File: src/rtl/console_pkg.sv
// console_pkg -- shared definitions for the sprite lookup block.
//   Sprite word layout : [31] enable, [30:22] x, [21:13] y, [12:4] memory offset, [3:0] reserved
//   check_value layout : [17:9] x, [8:0] y
//   Also holds the default sprite edge length, the background reply code and
//   the lookup FSM state encoding, plus field-extraction helpers.
package console_pkg;

    localparam int COORD_W     = 9;

    localparam int SPR_EN_BIT  = 31;
    localparam int SPR_X_MSB   = 30;
    localparam int SPR_X_LSB   = 22;
    localparam int SPR_Y_MSB   = 21;
    localparam int SPR_Y_LSB   = 13;
    localparam int SPR_OFF_MSB = 12;
    localparam int SPR_OFF_LSB = 4;
    localparam int SPR_RSV_MSB = 3;

    localparam int CHK_X_MSB   = 17;
    localparam int CHK_X_LSB   = 9;
    localparam int CHK_Y_MSB   = 8;
    localparam int CHK_Y_LSB   = 0;

    localparam int          SPRITE_SIZE_DEF = 20;
    localparam logic [31:0] BG_CODE_DEF     = 32'h0000_0001;

    typedef enum logic [1:0] {
        ST_IDLE = 2'd0,
        ST_SCAN = 2'd1,
        ST_DONE = 2'd2
    } lookup_state_t;

    function automatic logic [COORD_W-1:0] spr_x(input logic [31:0] w);
        return w[SPR_X_MSB:SPR_X_LSB];
    endfunction

    function automatic logic [COORD_W-1:0] spr_y(input logic [31:0] w);
        return w[SPR_Y_MSB:SPR_Y_LSB];
    endfunction

endpackage

File: src/rtl/sprite_lookup_hit_cmp.sv
// sprite_hit_cmp -- combinational test of one sprite word against a pixel.
//   sprite_word in 32 : sprite register contents
//   px, py      in 9  : latched pixel coordinate
//   hit         out 1 : sprite enabled and pixel inside its square
module sprite_hit_cmp
    import console_pkg::*;
#(
    parameter int SPRITE_SIZE = SPRITE_SIZE_DEF
) (
    input  logic [31:0]        sprite_word,
    input  logic [COORD_W-1:0] px,
    input  logic [COORD_W-1:0] py,
    output logic               hit
);

    localparam logic [COORD_W:0] SIZE10 = (COORD_W+1)'(SPRITE_SIZE);

    logic [COORD_W:0] sx, sy, px10, py10;
    logic             in_x, in_y;

    // One extra bit keeps x+SPRITE_SIZE from wrapping past the screen edge.
    assign sx   = {1'b0, spr_x(sprite_word)};
    assign sy   = {1'b0, spr_y(sprite_word)};
    assign px10 = {1'b0, px};
    assign py10 = {1'b0, py};

    assign in_x = (px10 >= sx) && (px10 < (sx + SIZE10));
    assign in_y = (py10 >= sy) && (py10 < (sy + SIZE10));
    assign hit  = sprite_word[SPR_EN_BIT] && in_x && in_y;

endmodule

File: src/rtl/sprite_lookup.sv
// sprite_lookup -- sprite register file plus a sequential first-hit search.
//   clk, reset (async, active-low)
//   wr_en/wr_addr/wr_data : sprite register write port (always accepted)
//   check_req/check_value : lookup request, coordinate {x[17:9], y[8:0]}
//   data_reg              : matching sprite word ([3:0] cleared) or BG_CODE
//   data_valid            : one-cycle pulse when data_reg updates
//   busy                  : lookup in progress
//   hit_count             : present only when LOOKUP_HIT_CNT_EN is defined
//
// state   | meaning
// IDLE    | waiting for check_req
// SCAN    | comparing sprite[idx] against the latched coordinate
// DONE    | publishing the captured word, then back to IDLE
module sprite_lookup
    import console_pkg::*;
#(
    parameter int          NUM_SPRITES = 32,
    parameter int          SPRITE_SIZE = SPRITE_SIZE_DEF,
    parameter logic [31:0] BG_CODE     = BG_CODE_DEF,
    localparam int         IDX_W       = $clog2(NUM_SPRITES)
) (
    input  logic             clk,
    input  logic             reset,
    input  logic             wr_en,
    input  logic [IDX_W-1:0] wr_addr,
    input  logic [31:0]      wr_data,
    input  logic             check_req,
    input  logic [17:0]      check_value,
    output logic [31:0]      data_reg,
    output logic             data_valid,
`ifdef LOOKUP_HIT_CNT_EN
    output logic [15:0]      hit_count,
`endif
    output logic             busy
);

    localparam logic [IDX_W-1:0] LAST_IDX = IDX_W'(NUM_SPRITES - 1);

    logic [31:0]        sprites [NUM_SPRITES];
    lookup_state_t      state;
    logic [IDX_W-1:0]   idx;
    logic [COORD_W-1:0] px, py;
    logic [31:0]        cap_word;
    logic               cap_hit;
    logic [31:0]        sel_word;
    logic               hit;

    always_ff @(posedge clk or negedge reset) begin
        if (!reset) begin
            for (int i = 0; i < NUM_SPRITES; i++) sprites[i] <= '0;
        end else if (wr_en) begin
            sprites[wr_addr] <= wr_data;
        end
    end

    // The compare sees the pre-write contents of the entry being written.
    assign sel_word = sprites[idx];

    sprite_hit_cmp #(.SPRITE_SIZE(SPRITE_SIZE)) u_cmp (
        .sprite_word (sel_word),
        .px          (px),
        .py          (py),
        .hit         (hit)
    );

    always_ff @(posedge clk or negedge reset) begin
        if (!reset) begin
            state      <= ST_IDLE;
            idx        <= '0;
            px         <= '0;
            py         <= '0;
            cap_word   <= BG_CODE;
            cap_hit    <= 1'b0;
            data_reg   <= BG_CODE;
            data_valid <= 1'b0;
            busy       <= 1'b0;
        end else begin
            data_valid <= 1'b0;
            case (state)
                ST_IDLE: begin
                    if (check_req) begin
                        px    <= check_value[CHK_X_MSB:CHK_X_LSB];
                        py    <= check_value[CHK_Y_MSB:CHK_Y_LSB];
                        idx   <= '0;
                        busy  <= 1'b1;
                        state <= ST_SCAN;
                    end
                end
                ST_SCAN: begin
                    if (hit) begin
                        cap_word <= {sel_word[31:SPR_RSV_MSB+1], 4'b0000};
                        cap_hit  <= 1'b1;
                        state    <= ST_DONE;
                    end else if (idx == LAST_IDX) begin
                        cap_word <= BG_CODE;
                        cap_hit  <= 1'b0;
                        state    <= ST_DONE;
                    end else begin
                        idx <= idx + 1'b1;
                    end
                end
                ST_DONE: begin
                    data_reg   <= cap_word;
                    data_valid <= 1'b1;
                    busy       <= 1'b0;
                    state      <= ST_IDLE;
                end
                default: state <= ST_IDLE;
            endcase
        end
    end

`ifdef LOOKUP_HIT_CNT_EN
    always_ff @(posedge clk or negedge reset) begin
        if (!reset)
            hit_count <= '0;
        else if (state == ST_DONE && cap_hit)
            hit_count <= hit_count + 16'd1;
    end
`endif

endmodule

File: config.mk
export PLATFORM = sky130hd
export DESIGN_NAME = sprite_lookup
export DESIGN_NICKNAME = d
export VERILOG_FILES = /design/src/rtl/console_pkg.sv /design/src/rtl/sprite_lookup_hit_cmp.sv /design/src/rtl/sprite_lookup.sv
export SDC_FILE = /design/constraint.sdc
export NUM_CORES = 1
export LEC_CHECK = 0
export BUFFER_PORTS_ARGS = -buffer_cell sky130_fd_sc_hd__buf_2
export CORE_MARGIN = 1.5
export CORE_UTILIZATION = 40
export DETAILED_ROUTE_END_ITERATION = 7
export SLEW_MARGIN = 20
export SYNTH_ARGS = -nofsm -noshare
export SYNTH_HDL_FRONTEND = slang
export SYNTH_SLANG_ARGS = --single-unit
File: constraint.sdc
create_clock -name clk -period 4.26 [get_ports clk]
set_input_delay 0.852 -clock clk [delete_from_list [all_inputs] [get_ports clk]]
set_output_delay 0.852 -clock clk [all_outputs]
set_load 0.02 [all_outputs]
# Yosys cells after proc, flatten, opt, wreduce, memory -nomap -nowiden
# Index checks and enable logic that the tools add are counted.
# W data, S select, Z words.
[op_classes]
addsub = 3
n_bitwise = 2
muxes = 19
eq_ne = 7
n_reduce_logical = 14
order_cmp = 7
[ops]
columns = ["operator", "n"]
rows = [
  ["$bwmux W1024", 1],
  ["$bmux W32 S5", 1],
  ["$demux W32 S5", 1],
  ["$mux W32", 5],
  ["$add A9 B5 Y10 const B", 2],
  ["$lt A9 B10 Y1", 2],
  ["$ge A9 B9 Y1", 2],
  ["$mux W5", 3],
  ["$ge A6 B6 Y1 const B", 2],
  ["$not A5 Y6", 2],
  ["$pmux W5 S2", 1],
  ["$reduce_and A2 Y1", 4],
  ["$lt A6 B1 Y1 const B", 1],
  ["$mux W2", 3],
  ["$ne A2 B2 Y1 const B", 3],
  ["$reduce_bool A2 Y1", 3],
  ["$add A5 B1 Y5 const B", 1],
  ["$eq A5 B5 Y1 const B", 1],
  ["$logic_and A1 B1 Y1", 5],
  ["$pmux W2 S2", 1],
  ["$reduce_and A4 Y1", 1],
  ["$ne A3 B3 Y1 const B", 1],
  ["$eq A2 B1 Y1 const B", 1],
  ["$eq A2 B2 Y1 const B", 1],
  ["other kinds (3)", 4],
]
[word_totals]
regBits = 1115
output_inout_bits = 34
input_bits = 59

# Logic depth before layout (Yosys ltp)
[logic_depth]
depth_word = 11
ltp_mapped = 24
mapped_depth_nobuf = 16

# Hierarchy
# A second synthesis with hierarchy kept.
[unflattened]
hier_cells = 3417
area_unflattened_um2 = 50815.0
[by_module_without_submodules]
columns = ["module", "n_inst", "seq_area_each_um2", "area_per_inst_um2", "cells_each"]
rows = [
  ["sprite_lookup", 1, 27754.1, 49849.1, 3289],
  ["sprite_hit_cmp", 1, 0.0, 965.9, 128],
]

# Least setup slack after synthesis
# OpenSTA, ideal clock, no wires.
[synth_timing]
path_type = "flip-flop to flip-flop"
start = "register idx[0]"
end = "register cap_word[13]"
slack_ns = 0.110
n_path_buf = 8
stages_incl_launch_ff = 23
arrival_time_ns = 4.025
period_less_slack_ns = 4.150
t_required_ns = 4.135
path_cell_list = "dfrtp_1 > buf_6 > buf_12 > buf_8 > buf_6 > buf_4 > buf_6 > buf_4 > mux4_2 > o22ai_1 > a21oi_1 > a21oi_1 > ha_1 > nand2b_1 > a21oi_1 > o21a_1 > o21a_1 > o21ai_0 > a21oi_1 > o21ai_2 > nand3_2 > buf_6 > mux2_4"
[synth_between]
elab_chain_cells = 11
[synth_lines]
columns = ["element", "line_no", "source"]
rows = [
  ["start: declaration", "sprite_lookup.sv:41", "logic [IDX_W-1:0] idx;"],
  ["start signal: assignment", "sprite_lookup.sv:99", "idx <= idx + 1'b1;"],
  ["$not A5 Y6 (not written as such)", "sprite_lookup.sv:57", "assign sel_word = sprites[idx];"],
  ["$bmux W32 S5", "sprite_lookup.sv:57", ""],
  ["$mux W32 (not written as such) (2 in series)", "sprite_lookup.sv:57", ""],
  ["$add A9 B5 Y10", "sprite_lookup_hit_cmp.sv:27", "assign in_x = (px10 >= sx) && (px10 < (sx + SIZE10));"],
  ["$lt A9 B10 Y1", "sprite_lookup_hit_cmp.sv:27", ""],
  ["$logic_and A1 B1 Y1", "sprite_lookup_hit_cmp.sv:27", ""],
  ["$logic_and A1 B1 Y1 (2 in series)", "sprite_lookup_hit_cmp.sv:29", "assign hit = sprite_word[SPR_EN_BIT] && in_x && in_y;"],
  ["$reduce_bool A2 Y1 (no line)", "--", ""],
  ["$reduce_and A2 Y1 (no line)", "--", ""],
  ["end signal: assignment", "sprite_lookup.sv:91", "cap_word <= {sel_word[31:SPR_RSV_MSB+1], 4'b0000};"],
  ["end: declaration", "sprite_lookup.sv:43", "logic [31:0] cap_word;"],
]
# Several ways; a longest one is shown, not always the timed one. The select of a mux whose other input is x is not followed.
# A chain may end at the register's enable or synchronous reset.

# Final worst setup path
[layout_timing]
start = "register idx[0]"
end = "register cap_word[5]"
# The elaborated chain is that of the path after synthesis.

==> out/summary.json <==
{
  "synth_largest_type_area_fraction": {"value": 54.7, "unit": "%"},
  "switching_share": {"value": 31.4, "unit": "%"},
  "numCtsBuffers": {"value": 101},
  "register_area": {"value": 24600, "unit": "um2"},
  "drtAntennaViolNets": {"value": 0},
  "p_per_area": {"value": 663, "unit": "nW/um2"},
  "drt_pre_antenna_iters": {"value": 5},
  "fillCellCount": {"value": 9379},
  "synth-async-reset-ratio": {"value": 100, "unit": "%"},
  "postLayoutCellArea": {"value": 52500, "unit": "um2"},
  "clock.fmax": {"value": 0.234, "unit": "GHz"},
  "max-vdd-ir-drop": {"value": 325, "unit": "uV"},
  "die-height": {"value": 338, "unit": "um"},
  "fp.dieArea": {"value": 114000, "unit": "um2"},
  "synth_cell_types": {"value": 56},
  "drt-wirelength-per-cell": {"value": 26.3, "unit": "um"},
  "grt_start_max_net_pins": {"value": 141},
  "synthAdderAreaFrac": {"value": 1.01, "unit": "%"},
  "critical_path_data_required_time": {"value": 4.78, "unit": "ns"},
  "floorplan.initialDensity": {"value": 40.4, "unit": "%"},
  "clock_latency": {"value": 0.68, "unit": "ns"},
  "clockBufferDepth": {"value": 3},
  "hold_buffers": {"value": 0},
  "yosysWarnings": {"value": 0},
  "cts_htree_levels": {"value": 3},
  "power.clock.fraction": {"value": 26.9, "unit": "%"},
  "yosysSeqAreaShare": {"value": 54.8, "unit": "%"},
  "slew_headroom": {"value": 38.6, "unit": "%"},
  "comb_power_share": {"value": 37.7, "unit": "%"},
  "cp_max_fo": {"value": 6},
  "worst_hold_path_type": {"value": "input pin to async pin"},
  "setup_slack_of_the_critical_path_after_layout": {"value": -0.0135, "unit": "ns"},
  "synth_top_cell_by_area": {"value": "dfrtp_1"},
  "synth-seq-cells": {"value": 981},
  "grt_pass1_wl": {"value": 184, "unit": "mm"},
  "yosys-mux-area-fraction": {"value": 37.1, "unit": "%"},
  "finalCriticalPeriod": {"value": 4.27, "unit": "ns"},
  "internal_power": {"value": 23900, "unit": "uW"},
  "detailroute.via_count": {"value": 25941},
  "sequentialPowerShare": {"value": 35.4, "unit": "%"},
  "place_congestion": {"value": 0.803},
  "cap_viol_max_count": {"value": 0},
  "grt_usage": {"value": 21.7, "unit": "%"},
  "synth_area_per_cell": {"value": 15.6, "unit": "um2"},
  "worst_pin_slew": {"value": 0.919, "unit": "ns"},
  "synth-compound-area-share": {"value": 2.41, "unit": "%"},
  "synth.top_cells.by_area": {"value": "dfrtp_1, mux2_2, mux4_2, mux2i_1, clkbuf_1"},
  "final_net_count": {"value": 3136},
  "grt_setup_unrepaired": {"value": "true"},
  "finalWirelength": {"value": 121, "unit": "mm"},
  "yosys_most_used_dff": {"value": "dfrtp_1"},
  "design.core.area": {"value": 111000, "unit": "um2"},
  "finalHoldViolCount": {"value": 0},
  "buffer_ports.inserted": {"value": 85},
  "ctsRootBufferMaster": {"value": "clkbuf_16"},
  "critical-path-top-delay-family": {"value": "compound AO/OA/AOI/OAI gates"},
  "via_count_of_the_first_global_routing_pass": {"value": 28304},
  "syn-instance-count": {"value": 2877},
  "dpl_worst_slack": {"value": -0.294, "unit": "ns"},
  "critical_path.cell_chain": {"value": "buf_12, buf_12, buf_12, buf_4, mux4_2, a22oi_2, nand2_2, buf_4, nand3_1, a211oi_4, xor2_2, ha_2, a2111oi_4, o21ai_1, a31o_4, a21oi_4, nand3_4, buf_4, buf_12, mux2i_1"},
  "net-switching-power": {"value": 10900, "unit": "uW"},
  "detail_route.drc_violations": {"value": 0},
  "yosys.area_share.simple": {"value": 1.78, "unit": "%"},
  "dominant_combinational_cell_family_by_area_after_synthesis": {"value": "multiplexers"},
  "crit_type": {"value": "register to register"},
  "post_synth_instance_area": {"value": 44800, "unit": "um2"},
  "dp_hpwl": {"value": 75.3, "unit": "mm"},
  "synthXorXnorAreaFrac": {"value": 0.196, "unit": "%"},
  "violated_checks": {"value": "negative setup slack"},
  "cp-start-kind": {"value": "register"},
  "design.portCount": {"value": 93},
  "cpMostUsedCell": {"value": "buf_12"},
  "vias_per_cell": {"value": 5.62},
  "arr_time_crit_path": {"value": 4.79, "unit": "ns"},
  "first_iter_violations": {"value": 1474},
  "multi_input_comb_area": {"value": 19600, "unit": "um2"},
  "critical_path.n_buffers_inverters": {"value": 7},
  "min_period_over_period": {"value": 100, "unit": "%"},
  "area_growth_syn_to_fin": {"value": 17.3, "unit": "%"},
  "grt_remaining_overflow": {"value": 0},
  "cts.sink_count": {"value": 981},
  "drive_gt1_share": {"value": 56.8, "unit": "%"},
  "synth_edf_count": {"value": 0},
  "num_rows": {"value": 122},
  "critical_path.endpoint_type": {"value": "register"},
  "number_of_flip_flops_in_the_largest_register": {"value": 896},
  "static-leakage-power": {"value": 0.0236, "unit": "uW"},
  "clkTransAtPathRegs": {"value": 0.06, "unit": "ns"},
  "antenna_found_initial": {"value": 9},
  "slew_viol_final": {"value": 0},
  "status": {"value": "finished with violations"},
  "timing.clock.skew": {"value": 0.0378, "unit": "ns"},
  "slowest_stage": {"value": "dfrtp_4"},
  "die_width": {"value": 338, "unit": "um"},
  "cts_tree": {"value": "built"},
  "final-setup-viol-count": {"value": 5},
  "critPathMaxStageDelay": {"value": 0.53, "unit": "ns"},
  "area_of_placed_instances": {"value": 48000, "unit": "um2"}
}
## cells in the final DEF, fill, tap and decap left out, drive strengths merged, types with 3 or more instances in the layout
cell type	synthesis	routed
a21oi	39	39
conb	1	3
inv	16	17
dfrtp	979	979
xor2	6	6
ha	36	36
nand2b	8	8
nor3	4	4
a21o	6	6
mux4	232	232
buf	60	305
o22ai	6	6
nand3b	4	4
nand3	14	14
clkinv	1	24
and2	3	3
mux2i	78	78
a211oi	6	6
clkbuf	188	150
nor2b	5	5
o211ai	8	8
a31oi	3	3
a22oi	40	40
mux2	942	942
nand4	6	6
clkinvlp	0	4
o21a	4	4
nor2	24	24
o21bai	3	3
nand2	97	97
nor3b	4	4
xnor2	4	4
o221ai	18	18
o21ai	14	14
bufinv	0	11
## kinds of logic after synthesis
kind of cell,count (synthesis)
buffers and inverters,265
adders and majority gates,36
AOI/OAI and AO/OA,156
other,1
muxes,1252
DFF,981
and+or+nand+nor,176
xor gates and xnor gates,10
## metal layers
layer	share of wire [%]	wire [um]	vias to the layer above	global-route usage (%)
met5	0.059	71	-	0
met4	2.6	3130	12	6.40
met3	4.1	5030	170	3.05
met2	50	60400	545	36.7
met1	43	52800	14182	29.0
li1	-	-	11032	-
## cells in the mapped netlist (7+ instances only)
cell type	n
nand2b_1	8
buf_1	11
mux2_2	940
dfrtp_1	979
nand3_1	13
a21oi_1	38
buf_2	22
a22oi_1	40
mux4_2	232
nand2_1	97
o221ai_1	18
clkbuf_1	188
buf_6	7
o211ai_1	8
buf_4	16
mux2i_1	78
inv_1	16
nor2_1	24
o21ai_0	13
ha_1	36
## repair_timing
action	CTS	global route
resized for setup	74	60
gates cloned	5	1
endpoints found under the setup margin	36	36
setup buffers	23	12
pin swaps	7	24
## through the flow
step	std cells	setup TNS [ns]	power, uW	hold slack, ns	utilization, %
after floorplan	2879	0	20000	0.443	-
after global placement	4391	-7.53	23800	0.465	43.3
after detailed placement	4391	-8.50	24200	0.466	43.3
after CTS	4607	-0.0709	34700	0.121	47.2
after global routing	4615	-3.28	36600	0.155	47.4
final	4615	-0.0361	34800	0.140	47.4
## power groups by stage
stage | logic [uW] | clock network (uW) | registers, uW
finish | 13100 | 9370 | 12300
global route | 14100 | 9960 | 12500
CTS | 12800 | 9580 | 12300
detailed placement | 11800 | 0 | 12500
global placement | 11500 | 0 | 12300
floorplan | 7880 | 0 | 12100
## final timing paths
| kind | from | endpoint | slack (ns) | cells after the start |
|---|---|---|---|---|
| worst max-delay path | idx[0] | cap_word[5] | -0.01 | 20 |
| worst min-delay path | reset | sprites[114] | 0.14 | 1 |
| worst max register to register | idx[0] | cap_word[5] | -0.01 | 20 |
| worst min register to register | cap_word[0] | cap_word[0] | 0.47 | 2 |
| max in group asynchronous | reset | idx[1] | 2.87 | 3 |
| min in group clk | check_value[4] | py[4] | 0.41 | 2 |
## final cells by class
type                       count  share of cell area (%)
tap                         1488                    3.54
clock buffer                 149                    5.83
sequential                   981                    46.7
timing repair buffer         307                    5.43
clock inverter                39                   0.972
multi-input combinational   1633                    37.4
antenna                        1                 0.00476
inverter                      17                   0.121
Power figures use the tool's default switching activity.
